## src/rtl/bullet_pool_ctrl_pkg.sv

```systemverilog
// Shared game constants and types for the player bullet pool.
// Latency: n/a (types and constants only).
// Backpressure: n/a.
// Contents: bullet_state_t fire-FSM encoding, default pool sizing, frame counts, datapath widths.
package bullet_pool_ctrl_pkg;

  // Legacy numeric state codes; the enum below is pinned to them so existing
  // debug tooling that decodes the raw 2-bit value keeps working.
  localparam logic [1:0] ST_READY    = 2'd0;
  localparam logic [1:0] ST_COOLDOWN = 2'd1;
  localparam logic [1:0] ST_RELOAD   = 2'd2;

  typedef enum logic [1:0] {
    READY    = ST_READY,
    COOLDOWN = ST_COOLDOWN,
    RELOAD   = ST_RELOAD
  } bullet_state_t;

  localparam int DEF_N_SLOTS         = 4;
  localparam int DEF_MAG_SIZE        = 6;
  localparam int DEF_COOLDOWN_FRAMES = 8;
  localparam int DEF_RELOAD_FRAMES   = 30;

  localparam int AMMO_W      = 4;
  localparam int HIT_IDX_W   = 3;
  localparam int FRAME_CNT_W = 8;

endpackage

```

## src/rtl/bullet_pool_ctrl_rr_hit_arbiter.sv

```systemverilog
// Serialises per-slot hit pulses into one hit event per clk, round-robin fair.
// Latency: a pending hit is granted the cycle after capture; o_hit_valid/o_hit_idx are registered one cycle after the grant.
// Backpressure: none downstream; hits accumulate in a sticky pending vector (duplicates on a pending bit merge).
// Ports: clk, rst_n (async active-low), i_slot_hit[N_SLOTS] pulses in, o_hit_valid pulse + o_hit_idx out.
module bullet_pool_ctrl_rr_hit_arbiter
  import bullet_pool_ctrl_pkg::*;
#(
  parameter int N_SLOTS = DEF_N_SLOTS
) (
  input  logic                 clk,
  input  logic                 rst_n,
  input  logic [N_SLOTS-1:0]   i_slot_hit,
  output logic                 o_hit_valid,
  output logic [HIT_IDX_W-1:0] o_hit_idx
);

  localparam int IW = $clog2(N_SLOTS);

  logic [N_SLOTS-1:0]   r_pend;
  logic [IW-1:0]        r_last;
  logic                 r_hit_valid;
  logic [HIT_IDX_W-1:0] r_hit_idx;

  logic                 w_gnt_vld;
  logic [IW-1:0]        w_gnt_idx;
  logic [N_SLOTS-1:0]   w_gnt_oh;

  // base + off modulo N_SLOTS; off never exceeds N_SLOTS so one wrap suffices.
  function automatic logic [IW-1:0] wrap_idx(input logic [IW-1:0] base, input int off);
    int s;
    s = int'(base) + off;
    if (s >= N_SLOTS) s = s - N_SLOTS;
    return IW'(s);
  endfunction

  // Search starts one past the last grant, so every slot is reached within N_SLOTS grants.
  always_comb begin
    w_gnt_vld = 1'b0;
    w_gnt_idx = '0;
    for (int k = 1; k <= N_SLOTS; k++) begin
      if (!w_gnt_vld && r_pend[wrap_idx(r_last, k)]) begin
        w_gnt_vld = 1'b1;
        w_gnt_idx = wrap_idx(r_last, k);
      end
    end
  end

  assign w_gnt_oh = w_gnt_vld ? (N_SLOTS'(1) << w_gnt_idx) : '0;

  always_ff @(posedge clk or negedge rst_n) begin
    if (!rst_n) begin
      r_pend      <= '0;
      r_last      <= IW'(N_SLOTS - 1);
      r_hit_valid <= 1'b0;
      r_hit_idx   <= '0;
    end else begin
      // Clear the granted bit first, then OR new hits: a hit landing on the bit
      // being granted this cycle is a fresh event and must stay pending.
      r_pend      <= (r_pend & ~w_gnt_oh) | i_slot_hit;
      r_hit_valid <= w_gnt_vld;
      if (w_gnt_vld) begin
        r_last    <= w_gnt_idx;
        r_hit_idx <= HIT_IDX_W'(w_gnt_idx);
      end
    end
  end

  assign o_hit_valid = r_hit_valid;
  assign o_hit_idx   = r_hit_idx;

endmodule

```

## src/rtl/bullet_pool_ctrl.sv

```systemverilog
// Player bullet pool controller: fire gating (cooldown/magazine/reload), free-slot launch, hit serialisation.
// Latency: fire_en one clk after the qualifying frame_tick; hit report two clks after the slot_hit pulse when uncontended.
// Backpressure: firing is refused (not queued) when busy, guarding or out of ammo; hits queue in the arbiter.
// Ports: clk, rst_n; i_frame_tick/i_attack/i_defend/i_reload_req player controls; i_slot_busy/i_slot_hit from slots;
//        o_fire_en one-hot launch, o_ammo, o_reloading, o_cooling, o_hit_valid/o_hit_idx serialised hits.
module bullet_pool_ctrl
  import bullet_pool_ctrl_pkg::*;
#(
  parameter int N_SLOTS         = DEF_N_SLOTS,
  parameter int MAG_SIZE        = DEF_MAG_SIZE,
  parameter int COOLDOWN_FRAMES = DEF_COOLDOWN_FRAMES,
  parameter int RELOAD_FRAMES   = DEF_RELOAD_FRAMES
) (
  input  logic                 clk,
  input  logic                 rst_n,
  input  logic                 i_frame_tick,
  input  logic                 i_attack,
  input  logic                 i_defend,
  input  logic                 i_reload_req,
  input  logic [N_SLOTS-1:0]   i_slot_busy,
  input  logic [N_SLOTS-1:0]   i_slot_hit,
  output logic [N_SLOTS-1:0]   o_fire_en,
  output logic [AMMO_W-1:0]    o_ammo,
  output logic                 o_reloading,
  output logic                 o_cooling,
  output logic                 o_hit_valid,
  output logic [HIT_IDX_W-1:0] o_hit_idx
);

  localparam logic [AMMO_W-1:0]      MAG     = AMMO_W'(MAG_SIZE);
  localparam logic [FRAME_CNT_W-1:0] CD_LAST = FRAME_CNT_W'(COOLDOWN_FRAMES - 1);
  localparam logic [FRAME_CNT_W-1:0] RL_LAST = FRAME_CNT_W'(RELOAD_FRAMES - 1);

  bullet_state_t          r_state;
  logic [AMMO_W-1:0]      r_ammo;
  logic [FRAME_CNT_W-1:0] r_cnt;
  logic [N_SLOTS-1:0]     r_fire_en;

  logic [N_SLOTS-1:0]     w_free;
  logic [N_SLOTS-1:0]     w_fire_oh;
  logic                   w_fire;

  assign w_free    = ~i_slot_busy;
  // Isolate the lowest set bit: the lowest-index free slot as a one-hot.
  assign w_fire_oh = w_free & (~w_free + N_SLOTS'(1));
  assign w_fire    = i_frame_tick && (r_state == READY) && i_attack && !i_defend &&
                     (r_ammo != '0) && (|w_free);

  always_ff @(posedge clk or negedge rst_n) begin
    if (!rst_n) begin
      r_state   <= READY;
      r_ammo    <= MAG;
      r_cnt     <= '0;
      r_fire_en <= '0;
    end else begin
      r_fire_en <= '0;
      if (i_frame_tick) begin
        case (r_state)
          READY: begin
            if (w_fire) begin
              r_fire_en <= w_fire_oh;
              r_ammo    <= r_ammo - AMMO_W'(1);
              r_state   <= (r_ammo == AMMO_W'(1)) ? RELOAD : COOLDOWN;
              r_cnt     <= '0;
            end else if (i_reload_req && (r_ammo < MAG)) begin
              r_state <= RELOAD;
              r_cnt   <= '0;
            end
          end
          COOLDOWN: begin
            if (r_cnt == CD_LAST) begin
              r_state <= READY;
              r_cnt   <= '0;
            end else begin
              r_cnt <= r_cnt + FRAME_CNT_W'(1);
            end
          end
          RELOAD: begin
            if (r_cnt == RL_LAST) begin
              r_ammo  <= MAG;
              r_state <= READY;
              r_cnt   <= '0;
            end else begin
              r_cnt <= r_cnt + FRAME_CNT_W'(1);
            end
          end
          default: begin
            r_state <= READY;
            r_cnt   <= '0;
          end
        endcase
      end
    end
  end

  assign o_fire_en   = r_fire_en;
  assign o_ammo      = r_ammo;
  assign o_reloading = (r_state == RELOAD);
  assign o_cooling   = (r_state == COOLDOWN);

  bullet_pool_ctrl_rr_hit_arbiter #(
    .N_SLOTS (N_SLOTS)
  ) u_hit_arb (
    .clk         (clk),
    .rst_n       (rst_n),
    .i_slot_hit  (i_slot_hit),
    .o_hit_valid (o_hit_valid),
    .o_hit_idx   (o_hit_idx)
  );

endmodule

```

## config.mk

```make
export PLATFORM = sky130hd
export DESIGN_NAME = bullet_pool_ctrl
export DESIGN_NICKNAME = d
export VERILOG_FILES = /design/src/rtl/bullet_pool_ctrl_pkg.sv /design/src/rtl/bullet_pool_ctrl_rr_hit_arbiter.sv /design/src/rtl/bullet_pool_ctrl.sv
export SDC_FILE = /design/constraint.sdc
export NUM_CORES = 1
export LEC_CHECK = 0
export CORE_MARGIN = 5
export CORE_UTILIZATION = 46
export DETAILED_ROUTE_END_ITERATION = 8
export PLACE_DENSITY = 0.75
export SETUP_SLACK_MARGIN = 0.15
export SLEW_MARGIN = 30
export SYNTH_ARGS = -nofsm -noshare
export SYNTH_HDL_FRONTEND = slang
export SYNTH_HIERARCHICAL = 1
export SYNTH_SLANG_ARGS = --single-unit
export TNS_END_PERCENT = 5
```

## constraint.sdc

```tcl
create_clock -name clk -period 1.9 [get_ports clk]
set_input_delay 0.19 -clock clk [delete_from_list [all_inputs] [get_ports clk]]
set_output_delay 0.19 -clock clk [all_outputs]
set_load 0.005 [all_outputs]
```

==> results.sh <==
export IMPL_cts_root_buf="clkbuf_4"
export IMPL_fillers=254
export IMPL_worstHoldPathType="in2async"
export IMPL_netlist_top_cells_count="dfrtp_1 (23), nor2_1 (14), inv_1 (10)"
export IMPL_nets=215
export IMPL_htree_levels=1
export IMPL_antenna_left=0
export IMPL_cp_end_kind="flop"
export IMPL_drt_pass1_iterations=4
export IMPL_synth_edf_count=0
export IMPL_placedInstanceArea_um2=1940
export IMPL_syn_area_um2=1490
export IMPL_clk_latency_ns=0.32
export IMPL_synth_area_leaders="dfrtp_1 (39%), dfstp_2 (7.1%), ha_1 (5.9%), nor2_1 (3.5%), mux2_2 (3.0%)"
export IMPL_gp_congestion=0.835
export IMPL_regArea_um2=681
export IMPL_grt_pass1_vias=1328
export IMPL_cts_buffers=3
export IMPL_synth_top_area_cell="dfrtp_1"
export IMPL_ys_seq_area_share_pct=45.8
export IMPL_post_cts_buffers=0
export IMPL_die_h_um=66.9
export IMPL_clk_path_buf_depth=2
export IMPL_dp_hpwl_mm=2.63
export IMPL_ir_drop_v=0.000777
export IMPL_setup_viol=3
export IMPL_critPathKind="reg2reg"
export IMPL_status="finished, violations left"
export IMPL_die_w_um=66.9
export IMPL_fin_util_pct=65.2
export IMPL_synth_ff_type="dfrtp_1"
export IMPL_clock_sinks=27
export IMPL_synthToLayoutAreaGrowth_pct=34.8
export IMPL_final_area_um2=2010
export IMPL_cp_arrival_ns=2.14
export IMPL_rows=20
export IMPL_syn_nets=168
export IMPL_p_total_mw=2.52
export IMPL_synth_seq_cells=27
export IMPL_hold_viol=0
export IMPL_antennaDiodeCount=0
export IMPL_max_cap_violations=0
export IMPL_numPortBuffers=26
export IMPL_setup_tns_ns=-0.0347
export IMPL_totalWireLength_mm=3.32
export IMPL_yosysWarnings=6
export IMPL_dieArea_um2=4470
export IMPL_antenna_found_initial=0
export IMPL_vias=1299
export IMPL_grt_overflow_total=0
export IMPL_grt_pass1_wl_mm=5.93
export IMPL_cts_tree="done"
export IMPL_fp_coreArea_um2=3080
export IMPL_fmax_mhz=521
export IMPL_violations="negative setup slack"
export IMPL_avgRoutedWirePerCell_um=14.0
export IMPL_clkTransAtPathRegs_ns=0.14
export IMPL_ys_async_sr_fraction_pct=100
export IMPL_rsz0062_at_grt="yes"
export IMPL_multiInputGateArea_um2=811
export IMPL_netlist_area_leader_share_pct=38.7
export IMPL_drive_above_1_share_pct=22.8
export IMPL_final_max_slew_violation_count=0
export IMPL_layout_worst_path_cycle_share_pct=101
export IMPL_ios=28
export IMPL_syn_avg_cell_area_um2=10.1
export IMPL_worst_slack_ns=-0.0203
export IMPL_grt_total_usage_pct=17.1
export IMPL_ys_types=51
export IMPL_skew_ns=0.00221
export IMPL_startpoint="r_cnt[7]$_DFFE_PN0P_"
export IMPL_drc_errors=0
export IMPL_via_per_inst=5.48
export IMPL_drt_iter0_drc=61
export IMPL_worstPathRequired_ns=2.12
export IMPL_grt_max_degree=28
export IMPL_syn_instance_count=147
export IMPL_crit_fanout=8
export IMPL_p_leak_nw=0.886
export IMPL_power_density_nw_per_um2=1260
export IMPL_timing_final_crit_period_ns=1.92
export IMPL_timing_rr_start="r_cnt[7]$_DFFE_PN0P_"
export IMPL_worst_setup_path_start_kind="flop"
export IMPL_yosysMostFrequentCell="dfrtp_1"
export IMPL_start_util_pct=48.3
==> state kept, by name (all words and copies together), names as in the netlist <==
register	cells
r_cnt	8
o_ammo	4
o_fire_en	4
u_hit_arb/r_pend	4
r_state	2
u_hit_arb/o_hit_idx	2
u_hit_arb/r_last	2
u_hit_arb/o_hit_valid	1
==> through the flow <==
stage               setup slack [ns]  hold WS (ns)  std cells
finish                       -0.0203         0.212        237
global route                 -0.0865         0.246        237
CTS                          -0.0172         0.227        237
detailed placement           -0.0277         0.466        233
global placement              0.0160         0.461        233
floorplan                     0.0647        -0.106        147
==> cell type report <==
class | instances | share of cell area (%)
flip-flops and latches | 27 | 33.9
clock buffers | 3 | 1.12
clock inverters | 1 | 0.250
repair buffers | 43 | 19.7
inverters | 10 | 1.87
multi-input cells | 109 | 40.4
well taps | 44 | 2.74
==> cell usage in the layout (no fill, tap or decap), types with 2 or more instances in the layout <==
master / n
a21boi_0: 2
a21o_1: 3
a21oi_1: 5
a22o_1: 3
and3_1: 3
buf_4: 16
clkbuf_4: 3
clkdlybuf4s50_1: 25
dfrtp_1: 23
dfstp_2: 4
ha_1: 3
ha_2: 2
ha_4: 2
inv_1: 8
inv_2: 2
mux2_2: 3
mux2i_1: 2
nand2_1: 9
nand2b_1: 2
nand3_1: 3
nor2_1: 14
nor2b_1: 5
nor3_1: 3
nor3b_1: 2
o211ai_1: 2
o21ai_0: 2
o21ai_1: 7
o22a_1: 2
==> final timing paths <==
| check | end | depth (start not counted) | slack [ns] |
|---|---|---|---|
| setup / recovery | r_cnt[5]$_DFFE_PN0P_ | 5 | -0.02 |
| hold / removal | o_ammo[0]$_DFFE_PN0P_ | 2 | 0.21 |
| setup reg to reg | r_cnt[5]$_DFFE_PN0P_ | 5 | -0.02 |
| hold reg to reg | u_hit_arb/o_hit_idx[1]$_DFFE_PN0P_ | 1 | 0.49 |
| max in group asynchronous | o_ammo[2]$_DFFE_PN1P_ | 2 | 1.39 |
| min in group clk | u_hit_arb/r_pend[2]$_DFF_PN0_ | 2 | 0.44 |
==> report_power, final <==
group / switching [mW] / internal, mW / leakage [nW]
Sequential: 0.149 / 0.752 / 0.329
Combinational: 0.653 / 0.723 / 0.540
Clock: 0.163 / 0.0788 / 0.0177
Total: 0.965 / 1.55 / 0.886
==> logic make-up after synthesis <==
group / synth area share (%)
AOI/OAI and AO/OA: 20.1
adders and majority gates: 5.89
buffers and inverters: 3.03
DFF: 45.8
muxes: 5.13
other: 0.252
and+or+nand+nor: 19.8
==> worst max-delay path, stage by stage, from the launching register on <==
cell and delay [ns]:
dfrtp_1 0.41, or3_4 0.40, o41a_1 0.37, o21ai_4 0.27, nor2_4 0.08, a221o_1 0.30
==> routing by layer <==
metal,track usage [%],wire length (µm)
met5,0,0
met4,4.56,28
met3,2.53,125
met2,30.1,1690
met1,21.8,1480
==> repair_timing <==
item | 4_1_cts | 5_1_grt
pin swaps | 2 | 2
endpoints found under the setup margin | 15 | 16
hold buffers | 0 | 0
resized for setup | 8 | 5
cloned | 0 | 0
Power figures use the tool's default switching activity.
==> RTL change 1: new RTL, same flow settings <==
`HIT_IDX_W`: 3 -> 2.
--- a/src/rtl/bullet_pool_ctrl_pkg.sv
+++ b/src/rtl/bullet_pool_ctrl_pkg.sv
@@ -24,3 +24,3 @@
   localparam int AMMO_W      = 4;
-  localparam int HIT_IDX_W   = 3;
+  localparam int HIT_IDX_W   = 2;
   localparam int FRAME_CNT_W = 8;
Interface: changed (resized o_hit_idx); port bits go from 28 to 27. No check against the original RTL was run, so the function may have changed too.
==> RTL change 1 against the unedited design <==
  * The run still ends with negative setup slack left
  * Largest power group unchanged
  * Setup slack lost 0.030 ns
  * Cell count is the same
  * Maximum frequency shrank 1.5%
  * Area after synthesis shrank 0.76%
  * Critical path depth is the same
  * Cell area grew 1.4%
  * Power grew 0.42%
  * Utilization grew 0.89 points
  * Sequential cell count is the same
  * First-iteration DRC count grew 15%
  * Wire length grew 1.6%
  * Clock power grew 2%
==> RTL change 1: results (changes against the unedited design) <==
[timing]
slew_headroom_pct=75.0
drv_slew=0  ; unchanged
fin_setup_tns_ns=-0.184  ; -0.149 ns
finClkSkew_ns=0.00551  ; +0.00330 ns
setup_viol=6  ; +3
setup_slack_ns=-0.0498  ; -0.0295 ns

[layout]
largest_register=r_cnt
drive_gt1_share_pct=23.3  ; +0.52 points
final_net_count=215  ; unchanged
postLayoutCellArea_um2=2030  ; +1.4%
nFillCells=253  ; -0.39%

[clock_tree]
cts_buffers=3  ; unchanged
cts.path.max_buffers=2  ; unchanged

[global_route]
grt_max_degree=28  ; unchanged
grt_first_pass_wirelength_um=5530  ; -6.8%
antenna_found_initial=0  ; unchanged
track_usage_pct=16.0  ; -1.1 points

[placement]
pre_cts_slack_ns=-0.0302  ; -0.00256 ns
dpl.hpwl_um=2510  ; -4.4%
gp_congestion=0.883  ; +5.7%
placed_area_um2=1930  ; -0.19%

[worst_setup_path]
crit_path_max_fanout=8  ; unchanged
crit_start=r_cnt[7]
reg2reg_depth=5  ; unchanged
crit_slowest_cell=or3_4
worstPathArrival_ns=2.17  ; +0.03 ns
rr_endpoint=r_cnt[3]

[synth]
ys_top_cells_by_area=dfrtp_1 (39%), dfstp_2 (7.1%), ha_1 (5.9%)
ys_seq_area_share_pct=46.1  ; +0.35 points
synth_nets=166  ; -1.2%
yosys_warnings=6  ; unchanged
yosysUniqueCellTypes=49  ; -3.9%
ys_top_cells_by_count=dfrtp_1 (23), nor2_1 (14), inv_1 (10), nand2_1 (9), ha_1 (7)

[detailed_routing]
wl_um=3380  ; +1.6%
dr.pass1.iters=4  ; unchanged
drt_iter0_drc=70  ; +15%
vias=1260  ; -3.0%

[pwr]
p_leak_nw=0.908  ; +2.4%
p_sw_mw=0.984  ; +2.0%
vdd_drop_max_v=0.000865  ; +11%

[outcome]
failed_checks=negative setup slack
status=finished, violations left

[min_path]
hp-class=in -> async

==> RTL change 1: routing by layer <==
layer	wire, µm	track usage (%)
met4	33	6.09
met5	0	0
met3	150	3.88
met1	1570	20.5
met2	1620	26.0
==> RTL change 1: worst max path at each step <==
stage,end,cells after the start,slack (ns)
2_1_floorplan,r_cnt[5],5,0.06
4_1_cts,r_cnt[3],5,-0.03
3_5_place_dp,r_cnt[6],7,-0.03
6_report,r_cnt[3],5,-0.05
5_1_grt,r_cnt[3],5,-0.1
3_3_place_gp,r_cnt[4],7,-0.008
==> RTL change 1: cell families (layout without fill, tap and decap cells) <==
| family | Yosys count | after routing | share of synthesized area (%) |
|---|---|---|---|
| muxes | 7 | 7 | 5.17 |
| and+or+nand+nor | 54 | 54 | 20.0 |
| buffers and inverters | 10 | 58 | 2.54 |
| adders and majority gates | 7 | 7 | 5.93 |
| AOI/OAI and AO/OA | 40 | 40 | 20.3 |
| DFF | 27 | 27 | 46.1 |
==> RTL change 1: layout make-up <==
type	count	area share, %
Multi-Input combinational cell	108	40.8
Sequential cell	27	33.5
Timing Repair Buffer	44	19.9
Tap cell	44	2.71
Inverter	10	1.85
Clock buffer	4	1.29
==> RTL change 1: through the flow <==
| step | std cells | hold slack, ns |
|---|---|---|
| 6_report | 237 | 0.217 |
| 5_1_grt | 237 | 0.223 |
| 4_1_cts | 237 | 0.236 |
| 3_5_place_dp | 232 | 0.475 |
| 3_3_place_gp | 232 | 0.461 |
| 2_1_floorplan | 145 | -0.106 |
==> RTL change 1: what timing repair did <==
action	in CTS	in global routing
endpoints found under the setup margin	15	17
resized for setup	11	6
pin swaps	4	4
setup buffers	1	0
cloned	0	0
==> RTL change 1: power groups by stage <==
stage	sequential (mW)	clock, mW	combinational [mW]
after global routing	0.929	0.287	1.51
final	0.903	0.246	1.38
after global placement	0.895	0	1.22
after floorplan	0.889	0	0.788
after detailed placement	0.905	0	1.25
after CTS	0.896	0.253	1.36
==> RTL change 2: new RTL, same settings <==
Made on the original files. Reset style: synchronous (`rst_n`), changed in 2 clocked blocks. Comments in the files are not updated.
--- a/src/rtl/bullet_pool_ctrl_rr_hit_arbiter.sv
+++ b/src/rtl/bullet_pool_ctrl_rr_hit_arbiter.sv
@@ -49,3 +49,3 @@
 
-  always_ff @(posedge clk or negedge rst_n) begin
+  always_ff @(posedge clk) begin
     if (!rst_n) begin
--- a/src/rtl/bullet_pool_ctrl.sv
+++ b/src/rtl/bullet_pool_ctrl.sv
@@ -48,3 +48,3 @@
 
-  always_ff @(posedge clk or negedge rst_n) begin
+  always_ff @(posedge clk) begin
     if (!rst_n) begin
Function: differs if rst_n is asserted again (counterexample within 4 cycles, from zero or initial values and one cycle with rst_n low); with rst_n held inactive, the same outputs for 10 cycles.
==> RTL change 2 against the unedited design <==
  * Clock skew is 0.0047 ns higher
  * Via count is 11% higher
  * Area after synthesis is 1.0% lower
  * Wire length is 16% higher
  * Sequential cell count stayed put
  * Cell area is 2.9% higher
  * Setup slack better by 0.071 ns
  * Sequential share of layout area is 7.4 points lower
Power is not compared: it rests on default switching activity, and its combinational part moved more than twofold at a synthesized area within 25%.
==> RTL change 2: results (changes against the unedited design) <==
[detailed_routing]
routed-wl-met3_um=141  ; +13%
wl_met2_um=2030  ; +20%
drt-met1-wl_um=1670  ; +12%
drt_iter0_drc=124  ; +100%
wire_per_inst_um=15.2  ; +8.6%

[worst_setup_path]
crit_family=simple AND/OR/NAND/NOR gates
crit_start=r_state[1]
r2r_setup_slack_ns=0.05  ; +0.07 ns
crit_path_max_fanout=5  ; -3
crit_slowest_cell=or3b_1
rr_endpoint=r_cnt[0]
critPathMaxStageDelay_ns=0.37  ; -0.04 ns
worstPathArrival_ns=2.10  ; -0.04 ns

[global_route]
track_usage_pct=17.4  ; +0.26 points
grt_first_pass_wirelength_um=6060  ; +2.2%
grt_pass1_vias=1325  ; -0.23%
grt.met3_usage_pct=2.36  ; -0.17 points
grt_max_degree=18  ; -36%
use_met1_pct=21.6  ; -0.25 points
gr-usage-met2_pct=30.4  ; +0.37 points

[synth]
ys_top_cells_by_area=dfxtp_1 (37%), ha_1 (5.9%), nand2_1 (3.8%)
synth_nets=185  ; +10%
synthArstFlopShare_pct=0  ; -100 points
ys_top_cells_by_count=dfxtp_1 (27), nand2_1 (15), inv_1 (11), a21oi_1 (8), nor2_1 (8)
yosys_warnings=6  ; unchanged

[outcome]
status=finished clean

[timing]
finClkSkew_ns=0.00687  ; +0.00466 ns
clock.fmax_mhz=541  ; +3.9%

[min_path]
worstHoldPathCells=3
hp-class=in -> reg

[clock_tree]
cts.repair.resized=11  ; +3
post_cts_buffers=7  ; +7
clk_pin_slew_ns=0.15

[placement]
dpl.hpwl_um=2560  ; -2.8%
pre_cts_slack_ns=-0.0582  ; -0.0305 ns
gp_congestion=0.879  ; +5.3%

[layout]
drive_gt1_share_pct=25.7  ; +2.9 points
final_net_count=232  ; +7.9%
nFillCells=241  ; -5.1%

-- RTL change 2: cell type report --
class / count / area share, %
Clock buffer: 3 / 1.09
Multi-Input combinational cell: 122 / 47.1
Inverter: 13 / 2.37
Sequential cell: 27 / 26.6
Clock inverter: 1 / 0.364
Timing Repair Buffer: 44 / 19.9
Tap cell: 44 / 2.67
-- RTL change 2: through the flow --
stage	std cells	power, mW	hold slack [ns]	setup TNS [ns]	area [µm²]
after CTS	252	1.32	0.400	0	1960
after floorplan	164	0.863	0.252	0	1470
final	254	1.34	0.420	0	2060
after global routing	254	1.43	0.402	-0.0654	2060
after global placement	240	0.992	0.453	0	1840
after detailed placement	240	1.01	0.461	-0.132	1840
-- RTL change 2: logic make-up (layout without fill, tap and decap cells) --
logic type      after synthesis  count (layout)  synth area share (%)
compound gates               50              51                  28.0
flops                        27              27                  36.7
simple gates                 63              63                  24.6
fa+ha+maj                     7               7                  5.95
other cells                   1               1                 0.255
buf+inv                      16              61                  4.42
